`config.mk`:
```
export PLATFORM = sky130hd
export DESIGN_NAME = acs_select_bank
export DESIGN_NICKNAME = d
export VERILOG_FILES = /design/src/rtl/acs_select_bank.sv
export SDC_FILE = /design/constraint.sdc
export NUM_CORES = 1
export LEC_CHECK = 0
export BUFFER_PORTS_ARGS = -buffer_cell sky130_fd_sc_hd__buf_2
export CAP_MARGIN = 40
export CORE_ASPECT_RATIO = 2
export CORE_MARGIN = 2
export CORE_UTILIZATION = 40
export CTS_CLUSTER_DIAMETER = 30
export DETAILED_ROUTE_END_ITERATION = 10
export PLACE_DENSITY = 0.76
export SYNTH_ARGS = -nofsm -noshare
export SYNTH_HDL_FRONTEND = slang
export SYNTH_SLANG_ARGS = --single-unit
```
`constraint.sdc`:
```
create_clock -name clk -period 4.87 [get_ports clk]
set_input_delay 0.2435 -clock clk [delete_from_list [all_inputs] [get_ports clk]]
set_output_delay 0.2435 -clock clk [all_outputs]
set_load 0.01 [all_outputs]
```
`src/rtl/acs_select_bank.sv`:
```
// Registered NCH-channel metric select / compare-select bank with
// decision bits, valid/ready output stage and common-MSB normalisation.
module acs_select_bank #(
  parameter int W     = 6,
  parameter int NCH   = 4,
  parameter int CNT_W = 8
) (
  input  logic               clk,
  input  logic               reset_n,
  input  logic               mode,
  input  logic               in_valid,
  output logic               in_ready,
  input  logic [NCH*W-1:0]   d0,
  input  logic [NCH*W-1:0]   d1,
  input  logic [NCH-1:0]     sel,
  output logic               out_valid,
  input  logic               out_ready,
  output logic [NCH*W-1:0]   y,
  output logic [NCH-1:0]     dec,
  output logic [CNT_W-1:0]   norm_cnt
);

  localparam logic [CNT_W-1:0] CNT_MAX = '1;

  logic               r_valid;
  logic [NCH*W-1:0]   r_y;
  logic [NCH-1:0]     r_dec;
  logic [CNT_W-1:0]   r_cnt;

  logic [NCH*W-1:0]   w_res;
  logic [NCH*W-1:0]   w_y;
  logic [NCH-1:0]     w_dec;
  logic               w_all_msb;
  logic [W-1:0]       w_c0;
  logic [W-1:0]       w_c1;
  logic               w_acc;

  assign in_ready  = !r_valid || out_ready;
  assign w_acc     = in_valid && in_ready;
  assign out_valid = r_valid;
  assign y         = r_y;
  assign dec       = r_dec;
  assign norm_cnt  = r_cnt;

  always_comb begin
    w_res     = '0;
    w_dec     = '0;
    w_y       = '0;
    w_all_msb = 1'b1;
    w_c0      = '0;
    w_c1      = '0;
    for (int i = 0; i < NCH; i++) begin
      w_c0 = d0[i*W +: W];
      w_c1 = d1[i*W +: W];
      if (mode) w_dec[i] = (w_c1 < w_c0);
      else      w_dec[i] = sel[i];
      w_res[i*W +: W] = w_dec[i] ? w_c1 : w_c0;
      w_all_msb = w_all_msb & w_res[i*W + W - 1];
    end
    // Clearing the shared MSB keeps metric differences intact.
    for (int i = 0; i < NCH; i++) begin
      w_y[i*W +: W] = w_res[i*W +: W];
      if (w_all_msb) w_y[i*W + W - 1] = 1'b0;
    end
  end

  always_ff @(posedge clk) begin
    if (!reset_n) begin
      r_valid <= 1'b0;
      r_y     <= '0;
      r_dec   <= '0;
      r_cnt   <= '0;
    end else if (w_acc) begin
      r_valid <= 1'b1;
      r_y     <= w_y;
      r_dec   <= w_dec;
      if (w_all_msb && r_cnt != CNT_MAX)
        r_cnt <= r_cnt + 1'b1;
    end else if (out_ready) begin
      r_valid <= 1'b0;
    end
  end

endmodule

```
# Word-level counts from Yosys, hierarchy flattened
# Index checks and enable logic that the tools add are counted.
[word_totals] regBits=37 latchBits=0 ramBits=0 romBits=0 input_bits=57 output_inout_bits=38 word_cells=33 n_memories=0
[op_classes] add_sub_neg=1 n_mul=0 div=0 magnitude_cmp=4 eq_ne=1 shifts=0 muxes=14 n_bitwise=3 n_reduce_logical=6
[ops] op="6-bit less-than comparator" n=4
[ops] op="6-bit two-way mux" n=4
[ops] op="1-bit two-way mux" n=10
[ops] op="8-bit by 1-bit adder with 8-bit output, second input constant" n=1
[ops] op="8-bit inequality test, second input constant" n=1
[ops] op="1-bit bitwise AND" n=3
[ops] op="1-bit logical AND" n=2
[ops] op="2-bit AND reduction" n=1
[ops] op="2-bit nonzero test" n=1
[ops] op="1-bit zero test" n=1
[ops] op="1-bit logical OR" n=1

# Longest topological paths before layout
[logic_depth] word_depth=8 mapped_depth=10 depth_no_buf=9

# Worst setup path after synthesis
# No wires, ideal clock.
[synth_path] kind="in2reg" from="input d0[20]" to="register r_cnt[5], in the netlist norm_cnt[5]" setup_time_ps=70 arrival_time_ps=2136 required_ps=4800 slack_ps=2664 stages=8 n_path_buf=0 path_cell_list="inv_1 > ha_1 > a21oi_1 > a21oi_1 > a2bb2oi_2 > mux2_2 > or4_1 > a21oi_1"
[synth_via] elab_chain_len=6
[synth_rtl] item="from (decl)" line_no="13" rtl="input logic [NCH*W-1:0] d0,"
[synth_rtl] item="6-bit less-than comparator" line_no="55" rtl="if (mode) w_dec[i] = (w_c1 < w_c0);"
[synth_rtl] item="1-bit two-way mux" line_no="55"
[synth_rtl] item="6-bit two-way mux" line_no="57" rtl="w_res[i*W +: W] = w_dec[i] ? w_c1 : w_c0;"
[synth_rtl] item="1-bit bitwise AND" line_no="58" rtl="w_all_msb = w_all_msb & w_res[i*W + W - 1];"
[synth_rtl] item="1-bit logical AND" line_no="77" rtl="if (w_all_msb && r_cnt != CNT_MAX)"
[synth_rtl] item="2-bit AND reduction (no source line)"
[synth_rtl] item="to (signal assigned)" line_no="78" rtl="r_cnt <= r_cnt + 1'b1;"
[synth_rtl] item="to (decl)" line_no="28" rtl="logic [CNT_W-1:0] r_cnt;"
# No other way between the ends.
# A chain may end at the register's enable or synchronous reset.

# Final worst setup path
[layout_path] from="input d0[13]" to="register r_cnt[5], in the netlist norm_cnt[5]"
[layout_via] elab_chain_len=7
[layout_rtl] item="6-bit less-than comparator" line_no="55"
[layout_rtl] item="1-bit two-way mux" line_no="55"
[layout_rtl] item="6-bit two-way mux" line_no="57"
[layout_rtl] item="1-bit bitwise AND (2 in series)" line_no="58"
[layout_rtl] item="1-bit logical AND" line_no="77"
[layout_rtl] item="2-bit AND reduction (no source line)"
# No other way between the ends.

==> out/results.ini <==
[synthesis]
ys_types=41
syn_area_per_cell_um2=8.26
synth_edf_count=0
synth_area_mm2=0.00223
synth_seq_cells=37
syn_nets=348
ys.warnings.count=0
ys.flop_type=dfxtp_1
yosysSeqAreaShare_pct=33.2
async_flop_share_pct=0
syn-instance-count=270

[setup_path]
worstPathArrival_ps=2690
worstReg2RegEnd=norm_cnt[5]
start_kind=primary input
cp_slowest_cell=or4_1
reg2reg_slack_ps=2420
cp-end-kind=flip-flop
crit_path_max_fanout=16
r2r-start=out_valid
cp.required_ps=5100
path_cells=buf_2 -> inv_1 -> ha_1 -> or3b_1 -> o2111ai_1 -> a32o_1 -> mux2i_1 -> o211ai_2 -> or4_1 -> a21oi_1
critPathMaxStageDelay_ps=590
cp_top_family=simple AND/OR/NAND/NOR gates
cp_num_buf_inv=2
worstRegToRegCells=6
crit_type=in2reg

[detailed_routing]
first_iter_violations=63
via_count=2279
routed_via_density=5.44
dr.pass1.iters=5
wl_per_cell_um=13.4
routed_wl_mm=5.62
drc=0
antenna_left=0

[clock_network]
clk_latency_ps=300
cts_tree=yes
cts-root-buf=clkbuf_8
path_clk_slew_ps=70
ctsHoldBuffers=0
post-cts-setup-buffer-count=0
cts_resized=0
clockBufferDepth=2
htreeDepth=2
cts_num_sinks=37
cts_buffers=5

[floorplanning]
die_h_um=110
core-area_mm2=0.00542
ios=95
start_util_pct=41.2
die_area_mm2=0.00623
die_w_um=56.8
num_rows=38

[placement]
gp_congestion=0.804
place_ws_ps=2110
hpwl_mm=4.44
port_buffers=94

[sta]
finalHoldViolCount=0
drv_slew=0
worst_slew_pin_slew_ps=872
whs_ps=194
finalClockSkew_ps=3.64
setup_slack_ps=2410
final.min_clock_period_ps=2460
finalCritPeriodShare_pct=50.5
rsz0062_at_grt=no
max_slew_margin_pct=41.8
setup_viol=0
fin_tns_setup_ps=0
max_freq_mhz=407

[cells_and_area]
layout-drive-gt1-share_pct=30.4
fin_util_pct=52.2
layout_commonest_cell=buf_2
final_cell_mix=94 x buf_2, 37 x nor2_1, 37 x dfxtp_1, 24 x inv_1, 23 x a211oi_1
syn2layout_area_growth_pct=26.9
fin_nets=438
antenna_cells=0

[global_route]
grt_use_total_pct=19.0
grt_pass1_vias=2201
grt_start_max_net_pins=51
grt_pass1_wl_mm=9.26
grt_overflow=0
antenna_found_initial=0

[run]
cap_viol_max_count=0

[power]
leakage_nw=1.43
vdd_drop_max_mv=0.172
cellPowerDensity_mw_per_mm2=258

[hold_path]
hold_path_end=out_valid
hp-start=in_valid
hp-class=in2reg
hold_depth=3

[outcome]
outcome=completed

==> Yosys cell counts, drive strengths merged, types with 3 or more instances <==
library cell	n	area share [%]
or4	4	1.3
a21oi	22	4.9
nand2b	5	1.4
buf	4	0.79
o21ai	3	0.67
nor2	37	6.2
dfxtp	37	33
o31ai	6	2.0
ha	21	12
inv	25	4.2
and3	4	1.1
nand2	14	2.4
mux2i	16	7.2
clkbuf	8	1.3
nand3	10	2.2
nor3	6	1.3
o2111ai	3	1.2
a211oi	23	7.7
==> routing by layer <==
layer	global-route usage (%)	up-vias	share of wire (%)
met5	0	-	0
met4	11.5	0	3.7
met3	3.41	16	4.1
met2	37.0	63	56
met1	17.8	1049	37
li1	-	1151	-
==> worst min-delay path, stage by stage <==
cell     delay [ps]
buf_2           110
inv_1            50
a21oi_1          50
==> how the worst max path moves through the flow <==
stage / start / end / slack (ps) / cells past startpoint
2_1_floorplan: d0[20] / norm_cnt[5] / 2660 / 8
3_3_place_gp: d0[13] / norm_cnt[5] / 2170 / 10
3_5_place_dp: d0[13] / norm_cnt[5] / 2110 / 10
4_1_cts: d0[13] / norm_cnt[5] / 2410 / 10
5_1_grt: out_valid / norm_cnt[6] / 2210 / 6
6_report: d0[13] / norm_cnt[5] / 2410 / 10
==> layout make-up <==
cell class / instances / area, um^2
sequential: 37 / 741
tap: 60 / 75.1
timing repair buffer: 95 / 498
multi-input combinational: 196 / 1350
inverter: 25 / 93.8
clock inverter: 1 / 5.00
fill: 571 / 2590
clock buffer: 5 / 68.8
==> logic make-up (layout without fill, tap and decap cells) <==
family	Yosys count	after routing	share of synthesized area [%]
and+or+nand+nor	87	87	18.3
AOI/OAI and AO/OA	70	70	22.0
DFF	37	37	33.2
buffers and inverters	37	126	6.34
adders and majority gates	21	21	11.8
muxes	18	18	8.36
==> report_power, final <==
part	switching, mW	internal (mW)	total, mW
clock network	0.111	0.0942	0.205
logic	0.105	0.0850	0.190
registers	0.0106	0.324	0.334
total	0.226	0.503	0.729
==> stage by stage <==
step | std cells | area [um^2] | power, mW
6_report | 419 | 2830 | 0.729
5_1_grt | 419 | 2830 | 0.775
4_1_cts | 419 | 2830 | 0.739
3_5_place_dp | 413 | 2760 | 0.533
3_3_place_gp | 412 | 2730 | 0.526
2_1_floorplan | 270 | 2230 | 0.460
==> sequential cells by signal (all words and copies together) (netlist names) <==
name       cells
norm_cnt       8
dec            4
y             24
out_valid      1
Power figures use the tool's default switching activity.
